==> src/rtl/piso8_pkg.sv <==
// Shared types and constants for the 8-bit parallel-to-serial converter.
// Build option: define PISO8_PARITY_EN to add a ninth, even-parity beat to each frame.
package piso8_pkg;

    localparam int DATA_W = 8;
    localparam int SEL_W  = 3;
    localparam int GAP_W  = 4;

`ifdef PISO8_PARITY_EN
    // Eight data beats plus one parity beat, so the counter needs a fourth bit
    localparam int BEATS = 9;
    localparam int CNT_W = 4;
`else
    localparam int BEATS = 8;
    localparam int CNT_W = 3;
`endif

    typedef enum logic [1:0] {
        IDLE  = 2'd0,
        SHIFT = 2'd1,
        GAP   = 2'd2
    } state_t;

    // Map a beat number to the mux select for the chosen bit order
    function automatic logic [SEL_W-1:0] beat_sel(input logic [SEL_W-1:0] beat,
                                                  input logic             lsb_first);
        return lsb_first ? beat : (SEL_W'(DATA_W - 1) - beat);
    endfunction

endpackage

==> src/rtl/mux8.sv <==
// Plain 8:1 bit multiplexer: y = d[sel].
module mux8 (
    input  logic [7:0] d,
    input  logic [2:0] sel,
    output logic       y
);

    assign y = d[sel];

endmodule

==> src/rtl/piso8_serializer.sv <==
// 8-bit parallel-in / serial-out converter with valid/ready on both sides.
// A word is latched in IDLE, shifted out one bit per accepted beat in SHIFT,
// then IDLE_GAP quiet cycles are spent in GAP before the next word is taken.
// Build option: define PISO8_PARITY_EN to append an even-parity beat (^word)
// after the eight data bits; out_last then marks only the parity beat.
module piso8_serializer
    import piso8_pkg::*;
#(
    parameter bit LSB_FIRST = 1'b1,
    parameter int IDLE_GAP  = 0
) (
    input  logic              clk,
    input  logic              rst,
    input  logic              in_valid,
    output logic              in_ready,
    input  logic [DATA_W-1:0] in_data,
    output logic              out_valid,
    input  logic              out_ready,
    output logic              out_bit,
    output logic              out_first,
    output logic              out_last,
    output logic              busy
);

    localparam bit               HAS_GAP  = (IDLE_GAP > 0);
    localparam logic [GAP_W-1:0] GAP_LAST = GAP_W'((IDLE_GAP > 0) ? (IDLE_GAP - 1) : 0);
    localparam logic [CNT_W-1:0] LAST_CNT = CNT_W'(BEATS - 1);

    state_t            state_reg, state_next;
    logic [CNT_W-1:0]  cnt_reg, cnt_next;
    logic [GAP_W-1:0]  gap_cnt_reg, gap_cnt_next;
    logic [DATA_W-1:0] d_reg, d_next;

    logic [SEL_W-1:0]  sel;
    logic              mux_bit;
    logic              data_bit;
    logic              accept;
    logic              beat_acc;
    logic              last_beat;

    assign in_ready  = (state_reg == IDLE);
    assign out_valid = (state_reg == SHIFT);
    assign busy      = (state_reg != IDLE);

    assign accept    = in_valid && in_ready;
    assign beat_acc  = out_valid && out_ready;
    assign last_beat = (cnt_reg == LAST_CNT);

    // Select comes purely from the beat counter, so it holds under backpressure
    assign sel = beat_sel(cnt_reg[SEL_W-1:0], LSB_FIRST);

    mux8 u_mux8 (
        .d   (d_reg),
        .sel (sel),
        .y   (mux_bit)
    );

`ifdef PISO8_PARITY_EN
    // Beat 8 (counter MSB set) carries the even parity of the held word
    assign data_bit = cnt_reg[CNT_W-1] ? (^d_reg) : mux_bit;
`else
    assign data_bit = mux_bit;
`endif

    // Frame outputs are forced low outside SHIFT so nothing stale leaks out
    assign out_bit   = out_valid && data_bit;
    assign out_first = out_valid && (cnt_reg == '0);
    assign out_last  = out_valid && last_beat;

    // Next-state logic for the IDLE -> SHIFT -> (GAP) -> IDLE sequence
    always_comb begin
        state_next   = state_reg;
        cnt_next     = cnt_reg;
        gap_cnt_next = gap_cnt_reg;
        d_next       = d_reg;
        case (state_reg)
            IDLE: begin
                if (accept) begin
                    d_next     = in_data;
                    cnt_next   = '0;
                    state_next = SHIFT;
                end
            end
            SHIFT: begin
                if (beat_acc) begin
                    if (last_beat) begin
                        cnt_next = '0;
                        if (HAS_GAP) begin
                            gap_cnt_next = '0;
                            state_next   = GAP;
                        end else begin
                            state_next = IDLE;
                        end
                    end else begin
                        cnt_next = cnt_reg + 1'b1;
                    end
                end
            end
            GAP: begin
                if (gap_cnt_reg == GAP_LAST) begin
                    gap_cnt_next = '0;
                    state_next   = IDLE;
                end else begin
                    gap_cnt_next = gap_cnt_reg + 1'b1;
                end
            end
            default: begin
                state_next = IDLE;
            end
        endcase
    end

    // State registers; reset aborts any frame in progress immediately
    always_ff @(posedge clk or posedge rst) begin
        if (rst) begin
            state_reg   <= IDLE;
            cnt_reg     <= '0;
            gap_cnt_reg <= '0;
            d_reg       <= '0;
        end else begin
            state_reg   <= state_next;
            cnt_reg     <= cnt_next;
            gap_cnt_reg <= gap_cnt_next;
            d_reg       <= d_next;
        end
    end

endmodule

==> config.mk <==
export PLATFORM = sky130hd
export DESIGN_NAME = piso8_serializer
export DESIGN_NICKNAME = d
export VERILOG_FILES = /design/src/rtl/piso8_pkg.sv /design/src/rtl/mux8.sv /design/src/rtl/piso8_serializer.sv
export SDC_FILE = /design/constraint.sdc
export NUM_CORES = 1
export LEC_CHECK = 0
export CORE_MARGIN = 1.5
export CORE_UTILIZATION = 30
export CTS_CLUSTER_SIZE = 14
export DETAILED_ROUTE_END_ITERATION = 6
export PLACE_DENSITY_LB_ADDON = 0.2
export SLEW_MARGIN = 10
export SYNTH_ARGS = -nofsm -noshare
export SYNTH_HDL_FRONTEND = slang
export SYNTH_SLANG_ARGS = --single-unit
==> constraint.sdc <==
create_clock -name clk -period 2 [get_ports clk]
set_input_delay 0.3 -clock clk [delete_from_list [all_inputs] [get_ports clk]]
set_output_delay 0.3 -clock clk [all_outputs]
set_load 0.02 [all_outputs]
==> impl_metrics.yaml <==
worst_setup_path:
  rr_startpoint: "cnt_reg[1]$_DFFE_PP0P_"
  crit_end_element: "output port"
  rrSetupSlack_ns: 0.66
  crit_path_start_kind: "flip-flop"
  endpoint: "out_bit"
  cp_data_required_time_ns: 1.70
  critical_path.reg2reg.endpoint: "cnt_reg[0]$_DFFE_PP0P_"
  startpoint: "cnt_reg[1]$_DFFE_PP0P_"
  worst-path-max-fanout: 2
  worst_reg_to_reg_path_cell_count: 5
  critical_path_class: "flip-flop to output port"
  cp_data_arrival_time_ns: 1.62
synthesis:
  synth_xor_xnor_area_share_pct: 0
  ys.warnings.count: 0
  post_synth_instance_area_um2: 619
  main_combinational_cell_family_by_area_after_synthesis: "multiplexers"
  post_synth_num_cell_types: 19
  portion_of_netlist_area_occupied_by_mux_cells_pct: 24.6
  post_synth_inst_count: 47
  yosys.area_share.simple_pct: 9.09
  netlist.top_cell.by_area: "sky130_fd_sc_hd__dfrtp_1"
  synthesis.nets: 62
  postSynthAreaPerCell_um2: 13.2
  yosys.area.top_type_share_pct: 48.5
  synth_compound_gate_area_share_pct: 6.46
  synth_area_leaders: "sky130_fd_sc_hd__dfrtp_1 (48%), sky130_fd_sc_hd__mux2_2 (15%), sky130_fd_sc_hd__mux4_1 (8.5%)"
  synth_adder_area_share_pct: 6.06
  synth_sequential_area_ratio_pct: 48.5
  synth_seq_cells: 12
detailed_routing:
  mean_routed_wirelength_per_cell_um: 11.6
  remaining_drc_errors: 0
  drt_pass1_iterations: 2
  post_drt_via_cell_ratio: 4.49
  drt-total-wl_um: 1090
  detailroute.via_count: 422
  remaining_antenna_violation_count: 0
  first_iter_violations: 5
sta:
  finalWorstPathRequiredPeriod_ns: 1.92
  share_of_the_clock_period_used_by_the_worst_path_after_layout_pct: 96.1
  final_number_of_max_transition_violations: 0
  max_clock_freq_ghz: 0.520
  whs_ns: 0.325
  worst_pin_slew_ns: 0.438
  finalClockSkew_ns: 0.00473
  max-slew-margin-rel_pct: 70.8
  setup_repair_after_global_routing_missed_its_margin: "no"
  report.final.setup_viol: 0
  fin_ws_ns: 0.0772
  finalHoldViolations: 0
cells_and_area:
  area_growth_syn_to_layout_pct: 35.6
  stdcell_area_um2: 840
  finalCoreUtilization_pct: 42.8
  num_antenna_cells: 0
  final_common_cell: "sky130_fd_sc_hd__clkdlybuf4s50_1"
  largest_register_ffs: 8
  final_non_filler_cell_total: 94
  most-common-layout-cells: "sky130_fd_sc_hd__clkdlybuf4s50_1 (14), sky130_fd_sc_hd__dfrtp_1 (12), sky130_fd_sc_hd__mux2_2 (8)"
  nets_finish: 84
  final_layout_size_suffix_gt1_share_pct: 25.4
power_and_ir_drop:
  switching_power_as_a_share_of_total_power_pct: 32.9
  sequentialPowerShare_pct: 40.9
  worst_ir_drop_vdd_mv: 0.484
  comb_power_share_pct: 45.7
  power.density_cell_area_nw_per_um2: 1270
  power.internal_w: 0.000717
  portion_of_total_power_attributed_to_the_clock_network_pct: 13.5
  p_leak_nw: 0.402
  power.net_switching_w: 0.000352
global_route:
  antenna_violations_before_repair: 0
  grtUsageTotal_pct: 10.2
  number_of_global_route_vias_before_repair: 385
  overflow: 0
  grt_max_degree: 14
  grt_first_pass_wirelength_um: 1760
status:
  outcome: "finished clean"
clocking:
  cts.sink_count: 12
  cts.clk_slew.worst_paths_ns: 0.07
  clock_latency_ns: 0.27
  tritoncts.num_buffers: 3
  clock_tree_buf_depth: 2
  ctsRootBufferMaster: "sky130_fd_sc_hd__clkbuf_4"
  cts_max_level: 1
  cts_tree: "built"
placement:
  dpl-instance-area_um2: 821
  place.port_buffers: 17
  dpl_worst_slack_ns: -0.00886
  place_congestion: 0.653
  post-place-cells: 90
floorplan:
  floorplan.initialDensity_pct: 31.6
  core.rowCount: 16
  chipWidth_um: 48.4
  num_io_pins: 18
  die_area_um2: 2350
  core_area_um2: 1960
  floorplan.die.height_um: 48.4
min_path:
  worstHoldPathType: "input port to asynchronous set/reset pin"
flow_run:
  drv.max_cap_violation_count: 0
[per-stage QoR]
step / total power (W) / TNS (ns)
2_1_floorplan: 0.000762 / 0
4_1_cts: 0.00107 / 0
3_5_place_dp: 0.000950 / -0.00886
5_1_grt: 0.00115 / 0
6_report: 0.00107 / 0
3_3_place_gp: 0.000939 / 0
[worst min-delay path by stage]
stage | to | slack [ns] | cells after the start
after CTS | d_reg[3]$_DFFE_PP0P_ | 0.34 | 2
after global placement | d_reg[4]$_DFFE_PP0P_ | 0.50 | 1
final | d_reg[3]$_DFFE_PP0P_ | 0.33 | 2
after global routing | d_reg[2]$_DFFE_PP0P_ | 0.37 | 2
after detailed placement | d_reg[2]$_DFFE_PP0P_ | 0.50 | 1
after floorplan | cnt_reg[0]$_DFFE_PP0P_ | 0.16 | 1
[cells in the mapped netlist (all sizes together)]
master	number
a21o	2
a21oi	1
a22o	1
a32o	1
and2	2
and4b	1
buf	3
dfrtp	12
ha	3
inv	4
mux2	8
mux2i	1
mux4	2
nand2	1
nor2	2
nor2b	2
nor4bb	1
[power groups by stage]
stage	combinational, W	clock, W	sequential (W)
after global routing	0.000534	0.000162	0.000455
final	0.000488	0.000144	0.000437
after detailed placement	0.000501	0	0.000449
after CTS	0.000473	0.000150	0.000448
after global placement	0.000494	0	0.000446
after floorplan	0.000343	0	0.000419
[layout make-up]
| type | count | area, um^2 |
|---|---|---|
| fillers | 213 | 1120 |
| flip-flops and latches | 12 | 300 |
| multi-input cells | 28 | 283 |
| repair buffers | 20 | 185 |
| well taps | 27 | 33.8 |
| clock buffers | 3 | 22.5 |
| inverters | 4 | 15.0 |
[kinds of logic after synthesis]
kind of cell / after synthesis
AND/OR/NAND/NOR: 9
buffers and inverters: 7
multiplexers: 11
flip-flops: 12
adder cells (fa/ha/maj): 3
AO/OA/AOI/OAI: 5
[per-layer routing]
layer	GRT usage (%)	up-vias	part of all wire [%]	wire length (um)
li1	-	206	-	-
met1	12.6	196	45	496
met2	15.0	16	46	498
met3	2.47	4	6.0	66
met4	8.57	0	2.8	31
met5	0	-	0	0
[worst max-delay path, stage by stage (launching register included)]
cell	delay [ns]
sky130_fd_sc_hd__dfrtp_1	0.35
sky130_fd_sc_hd__buf_4	0.12
sky130_fd_sc_hd__mux4_1	0.53
sky130_fd_sc_hd__a22o_1	0.20
sky130_fd_sc_hd__buf_2	0.15
[what timing repair did]
action / CTS / global route
setup buffers: 0 / 1
hold buffers: 0 / 0
gates resized for setup: 7 / 0
setup endpoints to repair: 3 / 1
(Power assumes the default switching activity.)
